--- src/rtl/cla_seq_adder.sv ---
// Sequential add/sub: one CHUNK-bit carry-lookahead slice per cycle, done N=WIDTH/CHUNK edges after start is accepted.
// start is taken only in IDLE and never queued while busy; define CLA_SEQ_ADDER_SAT_EN to saturate sum on signed overflow.
module cla_seq_adder #(
  parameter int WIDTH = 16,
  parameter int CHUNK = 4
) (
  input  logic             clk,
  input  logic             rst_n,
  input  logic             start,
  input  logic [WIDTH-1:0] a,
  input  logic [WIDTH-1:0] b,
  input  logic             cin,
  input  logic             sub,
  output logic [WIDTH-1:0] sum,
  output logic             cout,
  output logic             overflow,
  output logic             busy,
  output logic             done
);

  localparam int N    = (CHUNK > 0) ? WIDTH / CHUNK : 1;
  localparam int IDXW = (N > 1) ? $clog2(N) : 1;

  localparam logic [0:0] IDLE = 1'b0;
  localparam logic [0:0] RUN  = 1'b1;

  generate
    if (CHUNK < 1 || CHUNK > WIDTH || (WIDTH % CHUNK) != 0) begin : g_bad_cfg
      $error("cla_seq_adder: WIDTH must be a positive integer multiple of CHUNK");
    end
  endgenerate

  logic [0:0]       state;
  logic [IDXW-1:0]  idx;
  logic [WIDTH-1:0] a_q;
  logic [WIDTH-1:0] b_q;
  logic [WIDTH-1:0] partial;
  logic             carry;

  logic [CHUNK-1:0] a_s;
  logic [CHUNK-1:0] b_s;
  logic [CHUNK-1:0] g;
  logic [CHUNK-1:0] p;
  logic [CHUNK-1:0] sum_s;
  logic [CHUNK:0]   c;
  logic [WIDTH-1:0] partial_nxt;
  logic [WIDTH-1:0] result;
  logic             ovf_nxt;
  logic             last;
  int               base;

  // Lookahead group for the current slice; c[CHUNK] is the group carry-out.
  always_comb begin
    base = int'(idx) * CHUNK;
    a_s  = a_q[base +: CHUNK];
    b_s  = b_q[base +: CHUNK];
    g    = a_s & b_s;
    p    = a_s ^ b_s;
    c    = '0;
    c[0] = carry;
    for (int i = 0; i < CHUNK; i++) begin
      c[i+1] = g[i] | (p[i] & c[i]);
    end
    sum_s       = p ^ c[CHUNK-1:0];
    partial_nxt = partial;
    partial_nxt[base +: CHUNK] = sum_s;
    // Only meaningful on the last slice, where c[CHUNK-1] is the carry into the result MSB.
    ovf_nxt = c[CHUNK] ^ c[CHUNK-1];
    last    = (idx == IDXW'(N - 1));
  end

  always_comb begin
    result = partial_nxt;
`ifdef CLA_SEQ_ADDER_SAT_EN
    if (ovf_nxt) begin
      result = partial_nxt[WIDTH-1] ? {1'b0, {(WIDTH-1){1'b1}}} : {1'b1, {(WIDTH-1){1'b0}}};
    end
`endif
  end

  always_ff @(posedge clk or negedge rst_n) begin
    if (!rst_n) begin
      state    <= IDLE;
      idx      <= '0;
      a_q      <= '0;
      b_q      <= '0;
      partial  <= '0;
      carry    <= 1'b0;
      sum      <= '0;
      cout     <= 1'b0;
      overflow <= 1'b0;
      busy     <= 1'b0;
      done     <= 1'b0;
    end else begin
      done <= 1'b0;
      case (state)
        IDLE: begin
          if (start) begin
            a_q     <= a;
            b_q     <= sub ? ~b : b;
            carry   <= sub ? 1'b1 : cin;
            idx     <= '0;
            partial <= '0;
            busy    <= 1'b1;
            state   <= RUN;
          end
        end
        default: begin
          partial <= partial_nxt;
          carry   <= c[CHUNK];
          idx     <= idx + IDXW'(1);
          if (last) begin
            sum      <= result;
            cout     <= c[CHUNK];
            overflow <= ovf_nxt;
            done     <= 1'b1;
            busy     <= 1'b0;
            idx      <= '0;
            state    <= IDLE;
          end
        end
      endcase
    end
  end

endmodule

--- config.mk ---
export PLATFORM = sky130hd
export DESIGN_NAME = cla_seq_adder
export DESIGN_NICKNAME = d
export VERILOG_FILES = /design/src/rtl/cla_seq_adder.sv
export SDC_FILE = /design/constraint.sdc
export NUM_CORES = 1
export LEC_CHECK = 0
export CORE_AREA = 2 2 92 94
export CTS_CLUSTER_DIAMETER = 120
export CTS_CLUSTER_SIZE = 30
export DETAILED_ROUTE_END_ITERATION = 12
export DIE_AREA = 0 0 94 96
export DONT_BUFFER_PORTS = 1
export PLACE_DENSITY = 0.57
export SKIP_CTS_REPAIR_TIMING = 1
export SLEW_MARGIN = 30
export SYNTH_ARGS = -nofsm -noshare
export SYNTH_HDL_FRONTEND = slang
export SYNTH_SLANG_ARGS = --single-unit
--- constraint.sdc ---
create_clock -name clk -period 4.77 [get_ports clk]
set_clock_uncertainty 0.1 [all_clocks]
set_input_delay 1.1925 -clock clk [delete_from_list [all_inputs] [get_ports clk]]
set_output_delay 1.1925 -clock clk [all_outputs]
set_load 0.01 [all_outputs]
Word level (Yosys, flattened, before mapping):

Cells that the tools add are included.

* shifts and indexed selects: 4
* add/subtract/negate cells: 2
* reduce and logical (&&, ||, !) cells: 4
* mux-type cells: 18
* equality and inequality tests: 2
* bitwise logic cells: 14

Operators with widths (count)
* $mux 16: 3
* $neg 4->33: 1
* $shift 4x33->16 const A: 1
* $shiftx 4x33->16: 1
* $shiftx 16x5->4: 2
* $bwmux 16: 1
* $not 16->16: 1
* $mux 1: 11
* $xor 4x4->4: 2
* $mux 2: 3
* $reduce_and 2->1: 3
* $and 1x1->1: 4
* $and 4x4->4: 1
* $or 1x1->1: 4
* $add 2x1->2 const B: 1
* $eq 2x2->1 const B: 1
* $ne 2x1->1 const B: 1
* $reduce_bool 2->1: 1
* $not 1->1: 1
* $xor 1x1->1: 1

* register bits after elaboration: 72
* bits of input ports: 37

Longest topological paths before layout:

Gate-level depths: netlist of the first run.

* depth after elaboration: 12
* gate-level depth with buffers: 11
* gate-level depth less buffers: 9

Least setup slack after synthesis of the first run:

Ideal clock, no wire load.

* path kind: flip-flop to flip-flop
* from: reg idx[0]
* to: reg overflow
* library setup time: 128 ps
* data required time: 4542 ps
* setup slack: 1668 ps
* stages on the path, launching flop included: 12
* arrival: 2875 ps
* path buffers: 2
* cell sequence: dfrtp_1 buf_6 buf_6 mux4_2 fa_1 inv_1 fa_1 fa_1 inv_1 fa_1 xnor2_1 mux2_1

* word-level cells in the longest chain between the ends: 11

Ends and longest elaborated chain
* start, declared: line 34 `logic [IDXW-1:0] idx;`
* start signal, assigned: line 111 `idx <= idx + IDXW'(1);`
* $shiftx 16x5->4 (on tied branches): line 55, 56
* $xor 4x4->4: line 58 `p = a_s ^ b_s;`
* $and 1x1->1: line 62 `c[i+1] = g[i] | (p[i] & c[i]);`
* $or 1x1->1: line 62
* $and 1x1->1: line 62
* $or 1x1->1: line 62
* $and 1x1->1: line 62
* $or 1x1->1: line 62
* $and 1x1->1: line 62
* $or 1x1->1 (*): line 62
* net c[4]: line 45 `logic [CHUNK:0] c;`
* $xor 1x1->1 (*): line 68 `ovf_nxt = c[CHUNK] ^ c[CHUNK-1];`
* end signal, assigned: line 115 `overflow <= ovf_nxt;`
* end, declared: line 16 `output logic overflow,`

The timed path passes the listed nets; every way through them passes the cells marked *.
A chain may end at the register's enable or synchronous reset.

Final worst setup path of the first run:

* from: reg idx[0]
* to: reg partial[15]

* word-level cells in the longest chain between the ends: 12

Ends and longest elaborated chain
* $shiftx 16x5->4 (on tied branches): line 55, 56
* $xor 4x4->4: line 58
* $and 1x1->1: line 62
* $or 1x1->1: line 62
* $and 1x1->1: line 62
* $or 1x1->1: line 62
* $and 1x1->1: line 62
* $or 1x1->1: line 62
* $xor 4x4->4: line 64 `sum_s = p ^ c[CHUNK-1:0];`
* $shiftx 4x33->16: line 66 `partial_nxt[base +: CHUNK] = sum_s;`
* $bwmux 16 (*): line 66
* $mux 16 (*): line 96 `case (state)`
* end signal, assigned: line 109 `partial <= partial_nxt;`
* end, declared: line 37 `logic [WIDTH-1:0] partial;`

Every way passes the cells marked *; elsewhere a longest branch is shown, timed or not.

==> results.py, run 1 <==
metrics = {
    "floorplan": {
        "row_count": 33,
        "ios": 57,
        "die_h_microns": 96,
        "dieArea_sq_mm": 0.00902,
        "dieWidth_microns": 94,
        "core_region_area_sq_mm": 0.00805,
        "initial_core_util_pct": 43.6,
    },
    "finish": {
        "fin_util_pct": 46.7,
        "layout_commonest_cell": "dfrtp_1",
        "syn2layout_area_growth_pct": 7.12,
        "fin_nets": 336,
        "n_antenna_cell": 0,
        "drive_above_1_share_pct": 15.4,
        "final_cell_mix": "72 x dfrtp_1, 22 x nand2_1, 20 x o21ai_1",
        "nFillCells": 745,
    },
    "sta": {
        "tightest_slew_ns": 0.752,
        "setup_tns_ns": 0,
        "setup_violations": 0,
        "fin_crit_sh_pct": 66.7,
        "period_needed_ns": 3.18,
        "hold_violations": 0,
        "drv_slew": 0,
        "rsz0062_at_grt": "no",
        "max_clock_freq_ghz": 0.314,
        "maxSlewHeadroom_pct": 49.9,
    },
    "grt": {
        "grt_max_degree": 73,
        "grt_pass1_wl_mm": 11.5,
        "track_usage_pct": 17.1,
        "grt_pass1_vias": 2173,
        "overflow": 0,
        "antenna_found_initial": 0,
    },
    "run": {
        "cap_violations": 0,
    },
    "run_status": {
        "status": "finished clean",
    },
    "drt": {
        "drt_iter0_drc": 76,
        "wire_per_inst_microns": 17.4,
        "wl_met1_mm": 3.03,
        "first_pass_iters": 4,
        "vias": 2091,
        "top_layer_used": "met4",
        "wl_mm": 6.94,
        "drt.antenna.violating_nets": 0,
        "drc": 0,
        "wl_met2_mm": 3.53,
        "wl_met3_microns": 288,
        "vias_per_cell": 5.25,
    },
    "pwr": {
        "comb_power_share_pct": 43.8,
        "seq_power_share_pct": 38.5,
        "ir_worst_vdd_mv": 0.322,
        "p_int_w": 0.00178,
        "p_switching_w": 0.00116,
        "clkPwrFrac_pct": 17.7,
        "powerDensity_mw_per_mm2": 780,
        "swShare_pct": 39.4,
        "leakage_nw": 1.67,
    },
    "clock_tree": {
        "clk_pin_slew_worst_paths_ns": 0.08,
        "cts_buffers": 9,
        "insertion_delay_ns": 0.35,
        "clkSinkCount": 72,
        "htree_levels": 3,
        "cts_tree": "built",
        "clockBufferDepth": 2,
        "cts_root_buf": "clkbuf_8",
    },
    "yosys": {
        "ys_warn_count": 0,
        "synth_top_area_share_pct": 51.3,
        "synth_area_sq_mm": 0.00351,
        "ys_seq_area_share_pct": 51.3,
        "syn-mean-instance-area_sq_um": 12.0,
        "synth_seq_cells": 72,
        "netlist.top_cell.by_area": "dfrtp_1",
        "synth_area_leaders": "dfrtp_1 51%, mux4_2 5.1%, mux2_4 4.3%, xnor2_1 4.2%, o21ai_1 2.8%",
        "synth_cell_type_count": 32,
        "synth_nets": 340,
        "syn-instance-count": 293,
    },
    "setup_path": {
        "critPathArrivalTime_ns": 3.35,
        "path_class": "reg -> reg",
        "required_ns": 4.94,
        "cp_max_fo": 6,
        "endpoint_kind": "flip-flop",
        "start_kind": "flip-flop",
    },
    "placed_design": {
        "hpwl_mm": 4.80,
        "place.gp.congestion": 0.779,
        "port_buffers": 0,
    },
    "worst_hold_path": {
        "holdCritPathClass": "reg -> reg",
    },
}
layout make-up:
class / instances / area (sq um) / area share [%]
clock buffer: 9 / 124 / 3.29
clock inverter: 6 / 85.1 / 2.26
inverter: 17 / 63.8 / 1.70
multi-input combinational: 187 / 1540 / 41.0
sequential: 72 / 1800 / 47.9
tap: 105 / 131 / 3.49
timing repair buffer: 2 / 15.0 / 0.399
state kept, by name, summed over array words and instances, names as in the netlist, 2 cells and up:
name and flops:
b_q 16, a_q 16, idx 2, sum 16, partial 16
power groups by stage:
stage	clock network [W]	registers (W)	logic, W
4_1_cts	0.000534	0.00114	0.00131
5_1_grt	0.000565	0.00117	0.00145
6_report	0.000520	0.00113	0.00129
2_1_floorplan	0	0.00103	0.00107
3_5_place_dp	0	0.00115	0.00130
3_3_place_gp	0	0.00114	0.00128
per-stage QoR:
stage	instances	hold WS [ns]	area (sq um)	total power [W]	setup WS (ns)
after floorplan	293	0.345	3510	0.00210	1.67
final	398	0.375	3760	0.00294	1.59
after global placement	383	0.367	3550	0.00243	1.67
after detailed placement	383	0.364	3550	0.00245	1.58
after global routing	398	0.392	3760	0.00318	1.35
after CTS	398	0.381	3760	0.00298	1.56
worst paths after layout:
path / startpoint / to / slack [ns] / cells after the start
worst max-delay path: idx[0] / partial[15] / 1.59 / 9
worst min-delay path: b_q[10] / b_q[10] / 0.37 / 2
worst max register to register: idx[0] / partial[15] / 1.59 / 9
worst min register to register: b_q[10] / b_q[10] / 0.37 / 2
max in group asynchronous: rst_n / b_q[8] / 4.03 / 0
min in group asynchronous: rst_n / done / 0.43 / 0
cell families after synthesis:
kind of cell / count (synthesis) / synth area share, %
AOI/OAI and AO/OA: 70 / 11.3
and+or+nand+nor: 57 / 9.54
DFF: 72 / 51.3
muxes: 33 / 14.2
adders and majority gates: 10 / 4.42
buffers and inverters: 34 / 5.02
xor gates and xnor gates: 17 / 4.24
synthesized netlist by cell type:
library cell and instances:
fa_1 4, buf_2 9, a22o_1 7, and4bb_1 3, and4b_1 1, nor2_2 1, a21oi_1 17, nand2_1 22
dfrtp_1 72, nand4b_4 1, o31ai_1 2, buf_4 2, buf_6 4, clkbuf_1 2, mux2_4 10, o22ai_1 7
and2_1 1, nor2b_1 12, mux4_2 8, nand4bb_1 3, ha_1 6, mux2_1 8, nor2_1 9, o21ai_0 15
nand2b_1 3, nor3b_1 1, o221ai_1 1, xnor2_1 17, inv_1 17, o21a_1 1, o21ai_1 20, mux2_2 7
per-layer routing:
layer / GRT usage (%) / up-vias
met5: 0 / -
met4: 5.80 / 0
met3: 5.72 / 10
met2: 28.5 / 41
met1: 21.0 / 1031
li1: - / 1009
worst max-delay path: stages, from the launching register on:
cell	delay, ns
dfrtp_1	0.54
mux4_2	0.57
fa_1	0.39
inv_1	0.07
fa_1	0.18
fa_1	0.21
inv_1	0.06
fa_1	0.62
nand2_1	0.14
o21ai_0	0.22
(Power assumes the default switching activity.)
==> run 2, diff against run 1 <==
PLACE_DENSITY = 0.6   (was 0.57)
clock period = 2.8 ns   (was 4.77 ns; I/O delays follow)
==> run 2 against run 1 <==
Effect of this change: the flow now finishes with violations (negative setup slack); cell area rose by 3.8%; register-to-register slack got worse by 1.6 ns; sequential share of layout area down 1.7 points; hold slack worse by 0.24 ns; via count is 1.6% higher; non-clock buffer count is 9 higher; sequential power up 63%; power is 83% higher; final cell count increased by 2.5%; critical path depth unchanged; largest power group unchanged.
==> results.py, run 2 (synthesis results as in run 1) <==
metrics = {
    "drt": {
        "drt_iter0_drc": 90,
        "vias": 2124,
        "wl_mm": 6.86,
        "drt.antenna.violating_nets": 0,
        "drc": 0,
        "vias_per_cell": 5.21,
        "first_pass_iters": 4,
        "wire_per_inst_microns": 16.8,
    },
    "grt": {
        "overflow": 0,
        "antenna_found_initial": 0,
        "grt_pass1_vias": 2183,
        "track_usage_pct": 16.9,
        "grt_max_degree": 73,
        "grt_pass1_wl_mm": 11.3,
    },
    "floorplan": {
        "die_h_microns": 96,
        "dieWidth_microns": 94,
        "core_region_area_sq_mm": 0.00805,
        "dieArea_sq_mm": 0.00902,
        "initial_core_util_pct": 43.6,
        "row_count": 33,
        "ios": 57,
    },
    "finish": {
        "syn2layout_area_growth_pct": 11.2,
        "drive_above_1_share_pct": 23.1,
        "final_cell_mix": "71 x dfrtp_1, 21 x nand2_1, 19 x o21ai_1, 17 x a21oi_1, 16 x xnor2_1",
        "fin_nets": 345,
        "design_area_sq_mm": 0.00391,
        "stdcell_count": 408,
        "n_antenna_cell": 0,
        "layout_commonest_cell": "dfrtp_1",
    },
    "clock_tree": {
        "clk_pin_slew_worst_paths_ns": 0.08,
        "cts_tree": "built",
        "clockBufferDepth": 2,
        "insertion_delay_ns": 0.35,
        "cts_buffers": 9,
        "clkSinkCount": 72,
        "cts_root_buf": "clkbuf_8",
        "htree_levels": 3,
    },
    "placed_design": {
        "hpwl_mm": 4.86,
        "place_area_sq_mm": 0.00361,
        "place.gp.congestion": 0.775,
        "port_buffers": 0,
        "placed_cells": 390,
    },
    "sta": {
        "maxSlewHeadroom_pct": 51.8,
        "max_clock_freq_ghz": 0.349,
        "tightest_slew_ns": 0.722,
        "drv_slew": 0,
        "setup_violations": 8,
        "hold_violations": 0,
        "fin_crit_sh_pct": 102,
        "fin_ws_ns": -0.0626,
        "period_needed_ns": 2.86,
        "rsz0062_at_grt": "yes",
    },
    "setup_path": {
        "cp_slowest_cell": "fa_2",
        "rr_startpoint": "idx[0]",
        "cpMostUsedCell": "fa_2",
        "endpoint_kind": "flip-flop",
        "critPathArrivalTime_ns": 3.03,
        "worst_path_largest_cell_delay_ns": 0.61,
        "reg2reg_to": "sum[11]",
        "crit_path_cell_trace": "mux4_2 > fa_2 > inv_2 > fa_2 > fa_2 > inv_2 > fa_2 > a21oi_1 > a21oi_1",
        "path_class": "reg -> reg",
        "start_kind": "flip-flop",
        "required_ns": 2.97,
        "r2r_slack_ns": -0.06,
        "rr_worst_depth": 9,
        "cp_max_fo": 5,
    },
    "run": {
        "cap_violations": 0,
    },
    "worst_hold_path": {
        "holdCritPathClass": "in -> async",
    },
    "pwr": {
        "leakage_nw": 1.73,
        "powerDensity_mw_per_mm2": 1370,
        "p_total_w": 0.00536,
        "ir_worst_vdd_mv": 0.579,
    },
    "run_status": {
        "violations": "negative setup slack",
        "status": "finished, violations left",
    },
}
-- run 2: final cells by class --
cell class / count / area (sq um)
well taps: 105 / 131
repair buffers: 11 / 103
flip-flops and latches: 72 / 1800
multi-input cells: 187 / 1590
inverters: 17 / 63.8
clock inverters: 7 / 96.3
clock buffers: 9 / 124
fillers: 743 / 4150
-- run 2: worst max-delay path: cells and delay by family, from the launching register on --
family	cells	cell delay, ns
buffers and inverters	2	0.10
AOI/OAI and AO/OA	2	0.24
DFF	1	0.42
adders and majority gates	4	1.40
muxes	1	0.53
-- run 2: worst max path at each step --
stage / from / to
after floorplan: idx[0] / overflow
after detailed placement: idx[0] / overflow
after global routing: idx[0] / sum[11]
after CTS: idx[0] / overflow
after global placement: idx[0] / overflow
final: idx[0] / sum[11]
-- run 2: metrics by stage --
stage	TNS (ns)	setup slack, ns	hold WS [ns]	util (%)
6_report	-0.136	-0.0626	0.137	48.5
4_1_cts	-0.617	-0.105	-0.0743	47.6
3_3_place_gp	0	0.0218	0.306	44.9
5_1_grt	-1.32	-0.186	0.149	48.5
3_5_place_dp	-0.419	-0.0851	0.306	44.9
2_1_floorplan	-1.49	-0.208	0.304	-
-- run 2: power breakdown --
| part | internal [W] | total (W) | switching, W |
|---|---|---|---|
| Sequential | 0.00150 | 0.00184 | 0.000336 |
| Clock | 0.000501 | 0.000916 | 0.000415 |
| Combinational | 0.00127 | 0.00260 | 0.00133 |
-- run 2: routing by layer --
metal  routed length (microns)  track usage (%)  vias up
met5                         0                0        -
met2                      3440             26.9       47
met1                      3030             22.5     1044
met4                       119             7.61        0
li1                          -                -     1024
met3                       273             3.21        9
